File: src/rtl/disp_pkg.sv
// Shared types and constants for the board display sequencer.
package disp_pkg;

  typedef enum logic [1:0] {
    IDLE    = 2'd0,
    SHOW_HI = 2'd1,
    SHOW_LO = 2'd2,
    BLANK   = 2'd3
  } state_t;

  localparam int DWELL_CYCLES_DEFAULT = 50_000_000;

  // Index width for a given requester count, never narrower than one bit.
  function automatic int src_w(input int num_src);
    return (num_src > 1) ? $clog2(num_src) : 1;
  endfunction

endpackage

File: src/rtl/rr_pick.sv
// Combinational round-robin picker: first valid requester after last_idx,
// wrapping, so last_idx itself is chosen only when it is the sole valid one.
module rr_pick
  import disp_pkg::*;
#(
  parameter int NUM_SRC = 4,
  parameter int SRC_W   = 2
) (
  input  logic [NUM_SRC-1:0] valid,
  input  logic [SRC_W-1:0]   last_idx,
  output logic [SRC_W-1:0]   next_idx,
  output logic               any_valid
);

  logic [SRC_W-1:0]   cand_idx [NUM_SRC];
  logic [NUM_SRC-1:0] cand_hit;

  // Candidate gi sits at offset gi+1 from the last index shown.
  genvar gi;
  generate
    for (gi = 0; gi < NUM_SRC; gi++) begin : g_cand
      assign cand_idx[gi] = SRC_W'((int'(last_idx) + gi + 1) % NUM_SRC);
      assign cand_hit[gi] = valid[cand_idx[gi]];
    end
  endgenerate

  always_comb begin
    next_idx  = last_idx;
    any_valid = |valid;
    for (int i = NUM_SRC - 1; i >= 0; i--) begin
      if (cand_hit[i]) begin
        next_idx = cand_idx[i];
      end
    end
  end

endmodule

File: src/rtl/display_sequencer.sv
// Time-shares a 16-bit display among NUM_SRC snapshotted 32-bit words, upper
// half then lower half. Optional DISPLAY_BLANK_GAP_EN inserts a blank gap.
module display_sequencer
  import disp_pkg::*;
#(
  parameter int N            = 32,
  parameter int NUM_SRC      = 4,
  parameter int DWELL_CYCLES = DWELL_CYCLES_DEFAULT,
  localparam int SRC_W       = src_w(NUM_SRC)
) (
  input  logic                 clk,
  input  logic                 rst_n,
  input  logic [NUM_SRC*N-1:0] src_data,
  input  logic [NUM_SRC-1:0]   src_valid,
  input  logic                 mode_auto,
  input  logic                 step_btn,
  input  logic [SRC_W-1:0]     sel_manual,
  output logic [N/2-1:0]       disp_out,
  output logic [SRC_W-1:0]     disp_src,
  output logic                 disp_half,
  output logic                 frame_done
);

  localparam int H     = N / 2;
  localparam int CNT_W = $clog2(DWELL_CYCLES);
  localparam logic [CNT_W-1:0] DWELL_LAST = CNT_W'(DWELL_CYCLES - 1);
`ifdef DISPLAY_BLANK_GAP_EN
  localparam logic [CNT_W-1:0] BLANK_LAST = CNT_W'(DWELL_CYCLES / 4 - 1);
`endif

  state_t           state_reg, state_next;
  logic [N-1:0]     snap_reg, snap_next;
  logic [CNT_W-1:0] cnt_reg, cnt_next;
  logic             step_d_reg;
  logic [H-1:0]     disp_out_reg, disp_out_next;
  logic [SRC_W-1:0] disp_src_reg, src_next;
  logic             disp_half_reg, frame_done_reg, frame_next;

  logic [SRC_W-1:0] rr_idx;
  logic             rr_any;
  logic             step_rise, cnt_term, advance, load_snap;

  rr_pick #(
    .NUM_SRC (NUM_SRC),
    .SRC_W   (SRC_W)
  ) u_rr_pick (
    .valid     (src_valid),
    .last_idx  (disp_src_reg),
    .next_idx  (rr_idx),
    .any_valid (rr_any)
  );

  assign step_rise = step_btn & ~step_d_reg;
`ifdef DISPLAY_BLANK_GAP_EN
  assign cnt_term  = (state_reg == BLANK) ? (cnt_reg == BLANK_LAST) : (cnt_reg == DWELL_LAST);
`else
  assign cnt_term  = (cnt_reg == DWELL_LAST);
`endif
  // Only the advance source of the current mode counts; the other is ignored.
  assign advance   = mode_auto ? cnt_term : step_rise;

  always_comb begin
    state_next = state_reg;
    src_next   = disp_src_reg;
    load_snap  = 1'b0;
    frame_next = 1'b0;
    case (state_reg)
      IDLE: begin
        if (mode_auto) begin
          if (rr_any) begin
            src_next   = rr_idx;
            load_snap  = 1'b1;
            state_next = SHOW_HI;
          end
        end else if (step_rise) begin
          src_next   = sel_manual;
          load_snap  = 1'b1;
          state_next = SHOW_HI;
        end
      end
      SHOW_HI: begin
        if (advance) state_next = SHOW_LO;
      end
      SHOW_LO: begin
        if (advance) begin
          frame_next = 1'b1;
          if (mode_auto && !rr_any) begin
            state_next = IDLE;
          end else begin
            src_next = mode_auto ? rr_idx : sel_manual;
`ifdef DISPLAY_BLANK_GAP_EN
            state_next = BLANK;
`else
            load_snap  = 1'b1;
            state_next = SHOW_HI;
`endif
          end
        end
      end
`ifdef DISPLAY_BLANK_GAP_EN
      BLANK: begin
        // The upcoming source was chosen on LO exit; its word is captured here.
        if (advance) begin
          load_snap  = 1'b1;
          state_next = SHOW_HI;
        end
      end
`endif
      default: state_next = IDLE;
    endcase
  end

  always_comb begin
    snap_next = snap_reg;
    if (load_snap) begin
      snap_next = src_data[int'(src_next)*N +: N];
    end
    if (!mode_auto || state_reg == IDLE || cnt_term) begin
      cnt_next = '0;
    end else begin
      cnt_next = cnt_reg + CNT_W'(1);
    end
  end

  // Outputs are registered from the next state so they align with it.
  always_comb begin
    disp_out_next = '0;
    case (state_next)
      SHOW_HI: disp_out_next = snap_next[N-1:H];
      SHOW_LO: disp_out_next = snap_next[H-1:0];
      default: disp_out_next = '0;
    endcase
  end

  always_ff @(posedge clk or negedge rst_n) begin
    if (!rst_n) begin
      state_reg      <= IDLE;
      snap_reg       <= '0;
      cnt_reg        <= '0;
      step_d_reg     <= 1'b0;
      disp_out_reg   <= '0;
      disp_src_reg   <= '0;
      disp_half_reg  <= 1'b0;
      frame_done_reg <= 1'b0;
    end else begin
      state_reg      <= state_next;
      snap_reg       <= snap_next;
      cnt_reg        <= cnt_next;
      step_d_reg     <= step_btn;
      disp_out_reg   <= disp_out_next;
      disp_src_reg   <= src_next;
      disp_half_reg  <= (state_next == SHOW_HI);
      frame_done_reg <= frame_next;
    end
  end

  assign disp_out   = disp_out_reg;
  assign disp_src   = disp_src_reg;
  assign disp_half  = disp_half_reg;
  assign frame_done = frame_done_reg;

endmodule

File: config.mk
export PLATFORM = sky130hd
export DESIGN_NAME = display_sequencer
export DESIGN_NICKNAME = d
export VERILOG_FILES = /design/src/rtl/disp_pkg.sv /design/src/rtl/rr_pick.sv /design/src/rtl/display_sequencer.sv
export SDC_FILE = /design/constraint.sdc
export NUM_CORES = 1
export LEC_CHECK = 0
export ABC_AREA = 1
export CAP_MARGIN = 0
export CORE_MARGIN = 8
export CORE_UTILIZATION = 40
export DETAILED_ROUTE_END_ITERATION = 8
export DONT_BUFFER_PORTS = 1
export REMOVE_ABC_BUFFERS = 1
export SLEW_MARGIN = 5
export SYNTH_ARGS = -nofsm -noshare
export SYNTH_HDL_FRONTEND = slang
export SYNTH_SLANG_ARGS = --single-unit
File: constraint.sdc
create_clock -name clk -period 3.4 [get_ports clk]
set_input_delay 0 -clock clk [delete_from_list [all_inputs] [get_ports clk]]
set_output_delay 0 -clock clk [all_outputs]
set_load 0.03 [all_outputs]
==> flow_summary.yaml, run 1 <==
sta:
  hold_slack_ns: 0.00317
  slew_viol_final: 0
  fmax_ghz: 0.318
  slew_headroom_pct: 48.7
  clock_skew_ns: 0.0124
  hold_violations: 0
  finalSetupViolations: 0
  tightest_slew_ns: 0.769
  fin_crit_ns: 3.15
  rsz0062_at_grt: "no"
  finalCritPeriodShare_pct: 92.6
placement:
  dp_hpwl_mm: 9.68
  placed_cells: 876
  gp_congestion: 0.834
  port_buffers: 0
  placed_area_um2: 5320
global_route:
  grt_pass1_vias: 5193
  antenna_found_initial: 0
  grt_use_total_pct: 17.8
  grt-ovfl-total: 0
  grt_start_max_net_pins: 95
  grt_pass1_wl_mm: 24.2
drt:
  vias: 5182
  drt_iter0_drc: 299
  dr.pass1.iters: 5
  viasPerCell: 5.38
  wl_mm: 15.6
  ant_nets: 0
  wl_per_cell_um: 16.2
  drc: 0
floorplanning:
  die_y_um: 130
  core-area_um2: 13000
  start_util_pct: 40.2
  die_area_um2: 17000
  num_io_pins: 158
  die_x_um: 130
  rows: 42
logic_synthesis:
  synth_cells: 736
  synth_common_cells: "nand2_1 (184), nand3_1 (177), dfrtp_1 (81)"
  ys_seq_elements: 81
  synth_edf_count: 0
  yosysMostFrequentCell: "nand2_1"
  yosys_most_used_dff: "dfrtp_1"
  syn_area_um2: 5240
  synth_top_area_share_pct: 38.7
  synth_area_leaders: "dfrtp_1 (39%), nand3_1 (17%), nand2_1 (13%), a21boi_0 (4.3%), or2_2 (3.8%)"
  avgSynthCellArea_um2: 7.12
  synth-async-reset-ratio_pct: 100
  yosysTopAreaCell: "dfrtp_1"
  synth-seq-area-share_pct: 38.7
  yosysUniqueCellTypes: 33
  yosys_warnings: 0
clock_tree:
  clk_pin_slew_ns: 0.07
  max-clock-path-buffers: 2
  cts_tree: "yes"
  cts_buffers: 9
  cts_root_buf: "clkbuf_16"
  cts-htree-levels: 3
  cts_sinks: 81
  clock_latency_ns: 0.33
setup_path:
  crit_chain: "buf_4, nand3_1, nand2_1, nor2_1, nand2_2, nand3_1, nand3_1, a21oi_4, buf_12, nand2_2, buf_12, nand2_1, nand3_1, dlygate4sd3_1, nand2_1, nand2_1, nand3_1, a21oi_1"
  path_max_fanout: 33
  arrival_ns: 3.34
  crit_top_cell: "nand3_1"
  crit_path_top_delay_cell: "dlygate4sd3_1"
  startpoint_type: "register"
  r2r_cells: 18
  slowest_delay_ns: 0.57
  end_kind: "register"
  criticalPathCategory: "reg2reg"
  cp.required_ns: 3.59
layout:
  largest_reg_flops: 32
  n_antenna_cell: 0
  layout.nets: 924
  fin_area_um2: 6420
  drive_gt1_share_pct: 11.3
  layoutNonFillerInstCount: 964
  area_growth_pct: 22.5
pwr:
  power_mw: 6.70
  p_leak_nw: 2.83
  power_density_nw_per_um2: 1040
  ir_worst_vdd_mv: 0.483
flow_run:
  cap_violations: 0
outcome:
  status: "finished, final reports clean"
worst_hold_path:
  hold_path_class: "in2reg"
  min_path_cells: 4
==> path summary, 6_finish.rpt <==
| check | startpoint | end | slack, ns |
|---|---|---|---|
| worst max-delay path | disp_src[0]$_DFF_PN0_ | disp_out[2]$_DFF_PN0_ | 0.25 |
| worst min-delay path | src_data[123] | snap_reg[27]$_DFF_PN0_ | 0.003 |
| worst max register to register | disp_src[0]$_DFF_PN0_ | disp_out[2]$_DFF_PN0_ | 0.25 |
| worst min register to register | cnt_reg[0]$_DFF_PN0_ | cnt_reg[0]$_DFF_PN0_ | 0.47 |
| max in group asynchronous | rst_n | disp_src[1]$_DFF_PN0_ | 2.82 |
| min in group asynchronous | rst_n | snap_reg[28]$_DFF_PN0_ | 0.25 |
==> cell usage in the layout (no fill, tap or decap), types with 2 or more instances in the layout <==
master         instances
nand2_1              182
nand3_1              177
dfrtp_1               79
dlygate4sd3_1         65
inv_1                 39
nor2_1                39
a21oi_1               39
or2_2                 32
a21boi_0              30
nor3_1                14
clkbuf_16             12
o21ai_0                9
buf_4                  9
nand2_2                6
inv_2                  5
nor2_2                 4
nand4_1                4
buf_12                 4
nor4_1                 3
xor2_1                 3
ha_1                   3
nand3_2                2
clkinv_1               2
nand3b_1               2
and2_1                 2
nor3_2                 2
o21a_1                 2
a31oi_1                2
nor3b_1                2
bufinv_16              2
clkinvlp_4             2
dfrtp_2                2
==> kinds of logic after synthesis <==
| kind of cell | Yosys count | synth area share, % |
|---|---|---|
| AND/OR/NAND/NOR | 472 | 41.6 |
| buffers and inverters | 93 | 8.81 |
| AO/OA/AOI/OAI | 84 | 9.69 |
| flip-flops | 81 | 38.7 |
| XOR/XNOR | 3 | 0.501 |
| adder cells (fa/ha/maj) | 3 | 0.716 |
==> report_power, final <==
group | internal (mW) | switching [mW] | total [mW]
Combinational | 1.73 | 2.42 | 4.15
Sequential | 1.26 | 0.236 | 1.50
Clock | 0.665 | 0.392 | 1.06
Total | 3.65 | 3.04 | 6.70
==> stage by stage <==
step	utilization [%]	TNS, ns	worst slack, ns
after floorplan	-	-68.31	-1.47
after global placement	40.8	0	0.675
after detailed placement	40.8	0	0.590
after CTS	48.5	0	0.0584
after global routing	49.3	0	0.0130
final	49.3	0	0.252
==> per-layer routing <==
layer  track usage [%]  vias up  routed length, um
li1                  -     2537                  -
met1              20.6     2410               6630
met2              29.6      198               7370
met3              5.52       37               1050
met4              8.58        0                570
met5                 0        -                  0
==> final cells by class <==
cell class,count,area [um^2]
Inverter,46,173
Clock buffer,10,239
Tap cell,176,220
Timing Repair Buffer,83,906
Clock inverter,6,88.8
Fill cell,1277,6610
Multi-Input combinational cell,562,2770
Sequential cell,81,2030
==> critical path: cells and delay by family (launching register included) <==
kind | cells | cell delay [ns]
flops | 1 | 0.44
simple gates | 12 | 1.10
buf+inv | 4 | 1.15
compound gates | 2 | 0.30
==> repair_timing <==
action	CTS	global route
hold buffers	66	0
buffers inserted	0	3
setup endpoints to repair	0	29
resized for setup	0	3
endpoints found under the hold margin	111	0
(Power assumes the default switching activity.)
==> inputs of run 2 (changes only) <==
--- a/config.mk
+++ b/config.mk
@@ -11,6 +11,7 @@
 export CORE_UTILIZATION = 40
 export DETAILED_ROUTE_END_ITERATION = 8
 export DONT_BUFFER_PORTS = 1
+export MAX_ROUTING_LAYER = met4
 export REMOVE_ABC_BUFFERS = 1
 export SLEW_MARGIN = 5
 export SYNTH_ARGS = -nofsm -noshare
==> run 2 against run 1 <==
Clock skew about the same. Setup slack is essentially flat. Hold slack lost 0.00098 ns. Sequential share of layout area stayed put. Wire length down 0.24%.
==> flow_summary.yaml, run 2 (synthesis gave the netlist of run 1 again) <==
outcome:
  status: "finished, final reports clean"
setup_path:
  crit_top_cell: "nand3_1"
  r2r_cells: 18
  r2r-end: "disp_out[11]$_DFF_PN0_"
  cp.required_ns: 3.60
  startpoint: "disp_src[0]$_DFF_PN0_"
  r2r_slack_ns: 0.25
  slowest_delay_ns: 0.57
  arrival_ns: 3.34
  end_kind: "register"
  startpoint_type: "register"
  path_max_fanout: 33
  crit_path_top_delay_cell: "dlygate4sd3_1"
  r2r_start: "disp_src[0]$_DFF_PN0_"
  crit_chain: "buf_4, nand3_1, nand2_1, nor2_1, nand2_2, nand3_1, nand3_1, a21oi_4, buf_12, nand2_2, buf_12, nand2_1, nand3_1, dlygate4sd3_1, nand2_1, nand2_1, nand3_1, a21oi_1"
  criticalPathCategory: "reg2reg"
layout:
  layoutNonFillerInstCount: 964
  largest_reg_flops: 32
  final_common_cell: "nand2_1"
  n_antenna_cell: 0
  n_fill_cell: 1277
  layout.nets: 924
  drive_gt1_share_pct: 11.3
  area_growth_pct: 22.5
  mostFrequentLayoutCells: "nand2_1 (182), nand3_1 (177), dfrtp_1 (79)"
  fin_area_um2: 6420
sta:
  rsz0062_at_grt: "no"
  fin_crit_ns: 3.15
  slew_viol_final: 0
  fmax_ghz: 0.318
  worst_slack_ns: 0.252
  finalSetupViolations: 0
  tightest_slew_ns: 0.766
  hold_violations: 0
  finalCritPeriodShare_pct: 92.6
  clock_skew_ns: 0.0120
  slew_headroom_pct: 48.9
floorplanning:
  rows: 42
  die_x_um: 130
  die_area_um2: 17000
  start_util_pct: 40.2
  core-area_um2: 13000
  die_y_um: 130
  num_io_pins: 158
worst_hold_path:
  hold_path_class: "in2reg"
  min_path_cells: 4
  hold_start: "src_data[123]"
  holdPathEnd: "snap_reg[27]$_DFF_PN0_"
pwr:
  power_density_nw_per_um2: 1040
  ir_worst_vdd_mv: 0.483
  p_leak_nw: 2.83
global_route:
  grt_start_max_net_pins: 95
  grt_use_total_pct: 18.3
  antenna_found_initial: 0
  grt-ovfl-total: 0
  grt_pass1_vias: 5200
  grt_pass1_wl_mm: 24.2
placement:
  dp_hpwl_mm: 9.68
  place_ws_ns: 0.590
  placed_area_um2: 5320
  port_buffers: 0
  gp_congestion: 0.846
  placed_cells: 876
clock_tree:
  cts_buffers: 9
  cts-htree-levels: 3
  cts_sinks: 81
  clk_pin_slew_ns: 0.07
  cts_tree: "yes"
  clock_latency_ns: 0.33
  max-clock-path-buffers: 2
  cts_root_buf: "clkbuf_16"
drt:
  drt_iter0_drc: 333
  vias: 5197
  drc: 0
  wl_mm: 15.6
  viasPerCell: 5.39
  dr.pass1.iters: 5
  wl_per_cell_um: 16.2
  ant_nets: 0
flow_run:
  cap_violations: 0
## run 2: cell counts in the layout (fill, tap and decap cells not counted)
No cell type changed its count.
## run 2: critical path, delay by kind of cell (launching register included)
| kind | cells | cell delay (ns) |
|---|---|---|
| compound gates | 2 | 0.30 |
| buf+inv | 4 | 1.14 |
| flops | 1 | 0.44 |
| simple gates | 12 | 1.11 |
## run 2: cell type report
type / instances / area [um^2] / area share [%]
clock buffer: 10 / 239 / 3.72
tap: 176 / 220 / 3.43
multi-input combinational: 562 / 2770 / 43.1
clock inverter: 6 / 88.8 / 1.38
inverter: 46 / 173 / 2.69
sequential: 81 / 2030 / 31.6
timing repair buffer: 83 / 906 / 14.1
## run 2: how the worst max path moves through the flow
stage | slack, ns | end
final | 0.25 | disp_out[11]$_DFF_PN0_
after global routing | 0.02 | disp_out[15]$_DFF_PN0_
after CTS | 0.06 | disp_out[5]$_DFF_PN0_
after detailed placement | 0.59 | disp_out[6]$_DFF_PN0_
after global placement | 0.68 | disp_out[12]$_DFF_PN0_
after floorplan | -1.47 | disp_out[0]$_DFF_PN0_
## run 2: where the power goes
group          internal, mW  switching, mW
sequential             1.26          0.235
combinational          1.73           2.41
clock                 0.664          0.391
## run 2: metal layers
metal,GRT usage [%],share of wire (%),up-vias
met5,-,0,-
met3,4.02,5.7,36
met1,21.5,43,2423
met2,29.6,47,202
met4,8.58,3.7,0
li1,-,-,2536
## run 2: through the flow
step                hold WS (ns)  total power, mW  utilization, %  TNS (ns)
finish                   0.00219             6.69            49.3         0
global route              0.0168             7.28            49.3         0
CTS                    0.0000694             6.43            48.5         0
detailed placement        -0.289             4.89            40.8         0
global placement          -0.290             4.77            40.8         0
floorplan                 -0.296             3.91               -    -68.31
## run 2: what timing repair did
| item | 4_1_cts | 5_1_grt |
|---|---|---|
| endpoints found under the hold margin | 111 | 0 |
| hold buffers | 66 | 0 |
| setup buffers | 0 | 3 |
| gates resized for setup | 0 | 3 |
| setup endpoints to repair | 0 | 29 |
